`src/rtl/gpio_disp_pkg.sv`:
```
// Shared types and segment constants for the GPIO BCD display.
// Segments are active-low, bit0=a through bit6=g.
package gpio_disp_pkg;

  typedef enum logic [1:0] {
    IDLE,
    CONV,
    COMMIT
  } state_e;

  localparam logic [6:0] SEG_0     = 7'h40;
  localparam logic [6:0] SEG_1     = 7'h79;
  localparam logic [6:0] SEG_2     = 7'h24;
  localparam logic [6:0] SEG_3     = 7'h30;
  localparam logic [6:0] SEG_4     = 7'h19;
  localparam logic [6:0] SEG_5     = 7'h12;
  localparam logic [6:0] SEG_6     = 7'h02;
  localparam logic [6:0] SEG_7     = 7'h78;
  localparam logic [6:0] SEG_8     = 7'h00;
  localparam logic [6:0] SEG_9     = 7'h10;
  localparam logic [6:0] SEG_BLANK = 7'h7F;
  localparam logic [6:0] SEG_DASH  = 7'h3F;

endpackage

```
`src/rtl/seg7_decode.sv`:
```
// Combinational BCD digit to active-low seven-segment map.
// Non-decimal codes map to blank.
module seg7_decode
  import gpio_disp_pkg::*;
(
  input  logic [3:0] digit_i,
  output logic [6:0] seg_o
);

  always_comb begin
    seg_o = SEG_BLANK;
    unique case (digit_i)
      4'd0:    seg_o = SEG_0;
      4'd1:    seg_o = SEG_1;
      4'd2:    seg_o = SEG_2;
      4'd3:    seg_o = SEG_3;
      4'd4:    seg_o = SEG_4;
      4'd5:    seg_o = SEG_5;
      4'd6:    seg_o = SEG_6;
      4'd7:    seg_o = SEG_7;
      4'd8:    seg_o = SEG_8;
      4'd9:    seg_o = SEG_9;
      default: seg_o = SEG_BLANK;
    endcase
  end

endmodule

```
`src/rtl/gpio_bcd_display.sv`:
```
// Serial double-dabble of a 32-bit GPIO word onto eight
// seven-segment digits, with leading-zero blanking and overflow dashes.
module gpio_bcd_display
  import gpio_disp_pkg::*;
#(
  parameter bit BLANK_LZ = 1'b1
) (
  input  logic        clk,
  input  logic        rst,
  input  logic [31:0] value,
  output logic [6:0]  hex0,
  output logic [6:0]  hex1,
  output logic [6:0]  hex2,
  output logic [6:0]  hex3,
  output logic [6:0]  hex4,
  output logic [6:0]  hex5,
  output logic [6:0]  hex6,
  output logic [6:0]  hex7,
  output logic        busy,
  output logic        overflow
);

  localparam logic [6:0] SEG_UP =
    BLANK_LZ ? SEG_BLANK : SEG_0;

  state_e state_q, state_d;
  logic [31:0] last_q, last_d;
  logic [31:0] shift_q, shift_d;
  logic [31:0] bcd_q, bcd_d;
  logic [4:0]  count_q, count_d;
  logic        ovf_q, ovf_d;
  logic        busy_q, busy_d;
  logic        ovfo_q, ovfo_d;
  logic [7:0][6:0] hex_q, hex_d;

  logic [31:0] bcd_adj;
  logic [7:0][6:0] seg_raw;
  logic [7:0][6:0] seg_fin;
  logic lead;

  always_comb begin
    bcd_adj = bcd_q;
    for (int i = 0; i < 8; i++) begin
      if (bcd_q[4*i +: 4] >= 4'd5)
        bcd_adj[4*i +: 4] = bcd_q[4*i +: 4] + 4'd3;
    end
  end

  for (genvar g = 0; g < 8; g++) begin : g_dec
    seg7_decode u_dec (
      .digit_i (bcd_q[4*g +: 4]),
      .seg_o   (seg_raw[g])
    );
  end

  // Blank from the top down until the first nonzero digit.
  always_comb begin
    seg_fin = seg_raw;
    lead = BLANK_LZ;
    for (int i = 7; i >= 1; i--) begin
      if (lead && bcd_q[4*i +: 4] == 4'd0)
        seg_fin[i] = SEG_BLANK;
      else
        lead = 1'b0;
    end
    if (ovf_q) begin
      for (int i = 0; i < 8; i++)
        seg_fin[i] = SEG_DASH;
    end
  end

  always_comb begin
    state_d = state_q;
    last_d  = last_q;
    shift_d = shift_q;
    bcd_d   = bcd_q;
    count_d = count_q;
    ovf_d   = ovf_q;
    busy_d  = busy_q;
    ovfo_d  = ovfo_q;
    hex_d   = hex_q;
    unique case (state_q)
      IDLE: begin
        if (value != last_q) begin
          last_d  = value;
          shift_d = value;
          bcd_d   = '0;
          ovf_d   = 1'b0;
          count_d = '0;
          busy_d  = 1'b1;
          state_d = CONV;
        end
      end
      CONV: begin
        ovf_d = ovf_q | bcd_adj[31];
        {bcd_d, shift_d} = {bcd_adj[30:0], shift_q, 1'b0};
        count_d = count_q + 5'd1;
        if (count_q == 5'd31)
          state_d = COMMIT;
      end
      COMMIT: begin
        hex_d   = seg_fin;
        ovfo_d  = ovf_q;
        busy_d  = 1'b0;
        state_d = IDLE;
      end
      default: state_d = IDLE;
    endcase
  end

  always_ff @(posedge clk or posedge rst) begin
    if (rst) begin
      state_q <= IDLE;
      last_q  <= '0;
      shift_q <= '0;
      bcd_q   <= '0;
      count_q <= '0;
      ovf_q   <= 1'b0;
      busy_q  <= 1'b0;
      ovfo_q  <= 1'b0;
      hex_q   <= {{7{SEG_UP}}, SEG_0};
    end else begin
      state_q <= state_d;
      last_q  <= last_d;
      shift_q <= shift_d;
      bcd_q   <= bcd_d;
      count_q <= count_d;
      ovf_q   <= ovf_d;
      busy_q  <= busy_d;
      ovfo_q  <= ovfo_d;
      hex_q   <= hex_d;
    end
  end

  assign hex0     = hex_q[0];
  assign hex1     = hex_q[1];
  assign hex2     = hex_q[2];
  assign hex3     = hex_q[3];
  assign hex4     = hex_q[4];
  assign hex5     = hex_q[5];
  assign hex6     = hex_q[6];
  assign hex7     = hex_q[7];
  assign busy     = busy_q;
  assign overflow = ovfo_q;

endmodule
```
`config.mk`:
```
export PLATFORM = sky130hd
export DESIGN_NAME = gpio_bcd_display
export DESIGN_NICKNAME = d
export VERILOG_FILES = /design/src/rtl/gpio_disp_pkg.sv /design/src/rtl/seg7_decode.sv /design/src/rtl/gpio_bcd_display.sv
export SDC_FILE = /design/constraint.sdc
export NUM_CORES = 1
export LEC_CHECK = 0
export BUFFER_PORTS_ARGS = -buffer_cell sky130_fd_sc_hd__buf_4
export CORE_ASPECT_RATIO = 2
export CORE_MARGIN = 1
export CORE_UTILIZATION = 50
export CTS_BUF_LIST = sky130_fd_sc_hd__clkbuf_4 sky130_fd_sc_hd__clkbuf_8
export DETAILED_ROUTE_END_ITERATION = 8
export HOLD_SLACK_MARGIN = 0.05
export PLACE_DENSITY = 0.7
export SLEW_MARGIN = 30
export SYNTH_ARGS = -nofsm -noshare
export SYNTH_HDL_FRONTEND = slang
export SYNTH_SLANG_ARGS = --single-unit
```
`constraint.sdc`:
```
create_clock -name clk -period 8.7 [get_ports clk]
set_input_delay 1.305 -clock clk [delete_from_list [all_inputs] [get_ports clk]]
set_output_delay 1.305 -clock clk [all_outputs]
set_load 0.1 [all_outputs]
```
==> flow_summary.yaml, run 1 <==
clock_network:
  hold_buffers: 0
  cts_root_buf: "clkbuf_8"
  cts_num_sinks: 162
  post_cts_buffers: 0
  cts_tree: "done"
  cts_resized: 0
  ctsLongestPathBuffers: 2
  cts_made_buffers: 17
  htree_levels: 4
  clock_latency_ps: 460
  clk_pin_slew_worst_paths_ps: 80
pwr:
  ir_drop_v: 0.000216
  p_seq_share_pct: 33.6
  power_switching_uw: 1960
  pwr-share-comb_pct: 50.3
  p_total_uw: 3860
  p_int_uw: 1890
  p_leak_uw: 0.00446
  powerDensity_nw_per_um2: 387
  power_frac_clock_pct: 16.0
  sw_frac_of_total_pct: 50.9
floorplan:
  die_area_sq_um: 17800
  die_height_um: 188
  initial_core_util_pct: 51.3
  io_pins: 92
  core.rowCount: 67
  die_w_um: 95.0
  coreArea_sq_um: 16800
yosys:
  post-synth-top-count-cell: "dfrtp_1"
  synth_top_area_share_pct: 32.4
  syn_nets: 939
  synth.largest_area_cell: "dfrtp_1"
  ys.warnings.count: 0
  syn_area_per_cell_sq_um: 10.0
  synth_area_sq_um: 8640
  synth_edf_count: 0
  synth.distinct_cells: 54
  ys.flop_type: "dfrtp_1"
  yosysSeqAreaShare_pct: 47.6
  ys_seq_elements: 162
  synthTopCellsByCount: "dfrtp_1, nor2_1, a21oi_1, nand2_1, dfstp_2"
  ys_top_cells_by_area: "dfrtp_1, dfstp_2, ha_1"
  synth_cells: 860
  async_reset_ff_share_pct: 100
worst_setup_path:
  critical_path_arrival_ps: 3570
  crit_chain: "buf_4, xor2_1, nor4_1, nand4_1, o21a_4, buf_12, buf_12, a221o_1"
  cpPeakStageDelay_ps: 540
  crit_buf_inv: 3
  end_kind: "flop"
  crit_family: "simple AND/OR/NAND/NOR gates"
  cp_common_cell: "buf_12"
  slowest_stage: "nor4_1"
  critPathKind: "in2reg"
  worstPathMaxFanout: 41
  cp.required_ps: 9030
  reg2reg_from: "last_q[31]$_DFFE_PP0P_"
  startpoint_type: "input port"
  startpoint: "value[31]"
global_routing:
  overflow: 0
  grt_busiest_layer: "met2"
  grt_pass1_vias: 6659
  grtUsageTotal_pct: 24.3
  grt_pass1_wl_um: 33100
  met2_usage_pct: 45.6
  grt_use_met3_pct: 5.07
  grt_start_max_net_pins: 108
  met1_usage_pct: 25.3
  grt_antenna_before_repair: 0
routing:
  drc: 0
  via_count: 6583
  vias_per_cell: 5.75
  drtPass1Iterations: 5
  ant_nets: 0
  wl_per_cell_um: 17.7
  routed_wl_um: 20200
  drt_iter0_markers: 265
sta:
  rsz0062_at_grt: "false"
  clock_skew_ps: 9.91
  hold_viol: 0
  slew_violations: 0
  relSlewSlack_pct: 50.9
  tns_ps: 0
  period_minus_slack_ps: 3240
  setup_violations: 0
  tightest_slew_ps: 737
  max_freq_mhz: 309
  period_share_pct: 37.2
hold_path:
  worst_hold_path_type: "reg2reg"
  min_from: "hex3[5]$_DFFE_PP1P_"
placement:
  placed_cell_area_sq_um: 9520
  gp_congestion: 0.839
  dp.cells: 1113
  io_buffers: 91
  place_hpwl_um: 14200
finish:
  final_cells: 1145
  n_antenna_cell: 0
  drive_gt1_share_pct: 23.3
  fin_area_sq_um: 9970
  fin_nets: 1004
  syn_to_final_growth_pct: 15.3
job:
  cap_violations: 0
status:
  run_status: "completed"
==> layout make-up <==
| type | count | area [sq um] |
|---|---|---|
| clock buffer | 21 | 270 |
| clock inverter | 11 | 176 |
| fill | 1477 | 6880 |
| inverter | 36 | 143 |
| multi-input combinational | 608 | 4210 |
| sequential | 162 | 4120 |
| tap | 207 | 259 |
| timing repair buffer | 100 | 796 |
==> worst register-to-register path, stage by stage, from the launching register on <==
cell and delay (ps):
dfrtp_1 400, xor2_1 160, nor4_1 540, nand4_1 300, o21a_4 360, buf_12 200, buf_12 200, a221o_1 400
==> power groups by stage <==
stage | logic [uW] | registers (uW) | clock network, uW
6_report | 1940 | 1300 | 619
5_1_grt | 2100 | 1340 | 660
4_1_cts | 1950 | 1300 | 634
3_5_place_dp | 1940 | 1310 | 0
3_3_place_gp | 1920 | 1300 | 0
2_1_floorplan | 843 | 2010 | 0
==> layer usage <==
layer | wire (um) | share of wire (%) | vias to the layer above
met5 | 0 | 0 | -
met4 | 638 | 3.2 | 0
met3 | 749 | 3.7 | 29
met2 | 11300 | 56 | 147
met1 | 7520 | 37 | 3207
li1 | - | - | 3200
==> cells by family (layout without fill, tap and decap cells) <==
logic type / Yosys count / count (layout) / synth area share, %
buffers and inverters: 90 / 168 / 4.05
adders and majority gates: 45 / 45 / 6.52
xor gates and xnor gates: 47 / 47 / 4.76
and+or+nand+nor: 237 / 237 / 12.9
AOI/OAI and AO/OA: 242 / 242 / 19.3
DFF: 162 / 162 / 47.6
muxes: 37 / 37 / 4.78
==> cell usage in the layout (no fill, tap or decap), types with 4 or more instances in the layout <==
cell type,netlist,final
a211oi_1,5,5
nand2b_1,12,12
o22a_1,9,9
nor2b_1,5,4
dfstp_2,50,50
o21bai_1,4,4
dfrtp_1,112,112
a22o_1,4,4
o21a_1,5,4
inv_1,36,35
o32a_1,7,7
a31oi_1,6,6
nor3b_1,5,5
xor2_1,38,38
o32ai_1,5,5
nor2_1,77,76
o31ai_1,11,10
nor4_1,9,9
ha_1,45,45
bufinv_16,0,4
a21oi_1,68,68
o21ai_0,38,38
nand2_1,67,67
mux2_1,7,7
o211ai_1,7,7
and2_1,32,32
a221o_1,31,31
mux2_2,27,27
nand3_1,5,5
clkbuf_8,0,18
nor3_1,12,12
o22ai_1,22,22
xnor2_1,9,9
buf_4,0,97
==> registers in the layout, summed over array words and instances (netlist names), 7 cells and up <==
signal / count
bcd_q: 32
hex0: 7
hex1: 7
hex2: 7
hex3: 7
hex4: 7
hex5: 7
hex6: 7
hex7: 7
last_q: 32
shift_q: 32
==> worst paths after layout <==
check / to / slack, ps / cells past startpoint
min in group asynchronous: shift_q[7]$_DFFE_PP0P_ / 980 / 2
worst max-delay path: shift_q[7]$_DFFE_PP0P_ / 5460 / 8
max in group asynchronous: shift_q[31]$_DFFE_PP0P_ / 6490 / 3
worst min register to register: hex3[5]$_DFFE_PP1P_ / 460 / 2
worst max register to register: shift_q[7]$_DFFE_PP0P_ / 6010 / 7
worst min-delay path: hex3[5]$_DFFE_PP1P_ / 460 / 2
==> stage by stage <==
stage / utilization (%) / hold WS, ps / setup slack (ps)
2_1_floorplan: - / 450 / 3100
3_3_place_gp: 56.1 / 447 / 5040
3_5_place_dp: 56.5 / 450 / 4990
4_1_cts: 59.1 / 463 / 5460
5_1_grt: 59.1 / 482 / 5440
6_report: 59.1 / 461 / 5460
(Power assumes the default switching activity.)
==> run 2, diff against run 1 <==
--- a/config.mk
+++ b/config.mk
@@ -12,7 +12,7 @@
 export CTS_BUF_LIST = sky130_fd_sc_hd__clkbuf_4 sky130_fd_sc_hd__clkbuf_8
 export DETAILED_ROUTE_END_ITERATION = 8
 export HOLD_SLACK_MARGIN = 0.05
-export PLACE_DENSITY = 0.7
+export PLACE_DENSITY = 0.72
 export SLEW_MARGIN = 30
 export SYNTH_ARGS = -nofsm -noshare
 export SYNTH_HDL_FRONTEND = slang
==> constraint.sdc (replaced) <==
create_clock -name clk -period 2.9 [get_ports clk]
set_input_delay 0.435 -clock clk [delete_from_list [all_inputs] [get_ports clk]]
set_output_delay 0.435 -clock clk [all_outputs]
set_load 0.1 [all_outputs]
==> run 2 against run 1 <==
Effect of this change: final cell count increased by 0.87%; clock skew increased by 3.6 ps; design area decreased by 0.33%; power increased to 2.9 times the previous value; die area unchanged; clock power increased by 140%; sequential power increased to 2.9 times the previous value; highest routed layer unchanged; sequential cell count unchanged.
==> flow_summary.yaml, run 2 (synthesis results as in run 1) <==
worst_setup_path:
  end_kind: "flop"
  worstPathMaxFanout: 47
  startpoint_type: "flop"
  reg2reg_from: "last_q[24]$_DFFE_PP0P_"
  startpoint: "last_q[24]$_DFFE_PP0P_"
  worstSetupEndpoint: "shift_q[9]$_DFFE_PP0P_"
  cp.required_ps: 3230
  reg2reg_depth: 6
  critPathKind: "reg2reg"
  r2r-end: "shift_q[9]$_DFFE_PP0P_"
  ff2ff_setup_slack_ps: 450
  critical_path_arrival_ps: 2780
routing:
  drtPass1Iterations: 4
  routed_wl_um: 20000
  vias_per_cell: 5.75
  drc: 0
  ant_nets: 0
  via_count: 6641
  wl_per_cell_um: 17.3
  drt_iter0_markers: 307
finish:
  fillers: 1500
  layout_commonest_cell: "dfrtp_1"
  final_util_pct: 59.0
  syn_to_final_growth_pct: 15.0
  top_regs: "bcd_q x32, last_q x32, shift_q x32"
  fin_nets: 1014
  most-common-layout-cells: "dfrtp_1, buf_4, nor2_1"
  drive_gt1_share_pct: 23.9
  n_antenna_cell: 0
clock_network:
  hold_buffers: 0
  cts_made_buffers: 17
  cts_num_sinks: 162
  cts_root_buf: "clkbuf_8"
  clock_latency_ps: 450
  post_cts_buffers: 0
  cts_resized: 0
  clk_pin_slew_worst_paths_ps: 90
  htree_levels: 4
  cts_tree: "done"
  ctsLongestPathBuffers: 2
sta:
  tns_ps: 0
  hold_viol: 0
  slew_violations: 0
  max_freq_mhz: 408
  setup_violations: 0
  layout_setup_ws_ps: 449
  period_minus_slack_ps: 2450
  clock_skew_ps: 13.5
  relSlewSlack_pct: 39.0
  period_share_pct: 84.5
  tightest_slew_ps: 912
  rsz0062_at_grt: "false"
pwr:
  p_leak_uw: 0.00445
  power_switching_uw: 5980
  p_seq_share_pct: 33.6
  p_int_uw: 5350
  sw_frac_of_total_pct: 52.8
  pwr-share-comb_pct: 53.2
  powerDensity_nw_per_um2: 1140
  ir_drop_v: 0.000704
  power_frac_clock_pct: 13.2
global_routing:
  overflow: 0
  grt_start_max_net_pins: 110
  grt_antenna_before_repair: 0
  grt_pass1_vias: 6549
  grtUsageTotal_pct: 23.4
  grt_pass1_wl_um: 32300
floorplan:
  core.rowCount: 67
  die_area_sq_um: 17800
  die_w_um: 95.0
  initial_core_util_pct: 51.3
  die_height_um: 188
  coreArea_sq_um: 16800
  io_pins: 92
placement:
  io_buffers: 91
  pre_cts_ws_ps: 217
  place_hpwl_um: 14200
  gp_congestion: 0.876
status:
  run_status: "completed"
job:
  cap_violations: 0
hold_path:
  worst_hold_path_type: "in2async"
run 2: cell count changes in the layout (fill, tap and decap cells not counted), sizes merged:
| cell | before | now |
|---|---|---|
| buf | 100 | 110 |
| clkinv | 3 | 9 |
| bufinv | 4 | 0 |
| clkbuf | 21 | 18 |
| clkinvlp | 1 | 3 |
| inv | 39 | 38 |
run 2: metrics by stage:
| stage | power (uW) | std cells | hold slack [ps] | area (sq um) |
|---|---|---|---|---|
| 2_1_floorplan | 8560 | 860 | 450 | 8640 |
| 3_3_place_gp | 9790 | 1123 | 448 | 9580 |
| 3_5_place_dp | 9880 | 1123 | 454 | 9580 |
| 4_1_cts | 11400 | 1155 | 171 | 9930 |
| 5_1_grt | 12000 | 1155 | 197 | 9930 |
| 6_report | 11300 | 1155 | 117 | 9930 |
run 2: routing by layer:
metal  routed length [um]  global-route usage [%]  vias to the layer above
li1                     -                       -                     3216
met1                 7680                    25.9                     3257
met2                11100                    42.3                      131
met3                  508                    4.22                       37
met4                  704                    10.5                        0
met5                    0                       0                        -
run 2: worst min path at each step:
stage               cells after the start               startpoint                      to  slack [ps]
floorplan                               2  shift_q[31]$_DFFE_PP0P_    bcd_q[0]$_DFFE_PP0P_         450
global placement                        2      hex3[5]$_DFFE_PP1P_     hex3[5]$_DFFE_PP1P_         450
detailed placement                      2      hex3[5]$_DFFE_PP1P_     hex3[5]$_DFFE_PP1P_         450
CTS                                     3                      rst     hex0[0]$_DFFE_PP0P_         170
global route                            2                value[10]  last_q[10]$_DFFE_PP0P_         200
finish                                  3                      rst     hex0[1]$_DFFE_PP0P_         120
run 2: worst max-delay path: stages (launching register included):
cell,delay [ps]
dfrtp_1,390
xor2_1,200
nor4_1,480
nand4_1,290
o21a_4,360
buf_12,210
a221o_1,370
run 2: area by class of cell:
class | instances | area (sq um) | area share (%)
Sequential cell | 162 | 4120 | 41.4
Inverter | 36 | 139 | 1.40
Clock buffer | 18 | 241 | 2.43
Multi-Input combinational cell | 608 | 4210 | 42.3
Timing Repair Buffer | 110 | 863 | 8.69
Clock inverter | 14 | 109 | 1.10
Tap cell | 207 | 259 | 2.61
run 2: power groups by stage:
stage	Sequential, uW	Combinational, uW	Clock (uW)
6_report	3810	6020	1490
5_1_grt	3920	6490	1620
4_1_cts	3810	6040	1540
3_5_place_dp	3860	6020	0
3_3_place_gp	3820	5970	0
2_1_floorplan	6030	2530	0
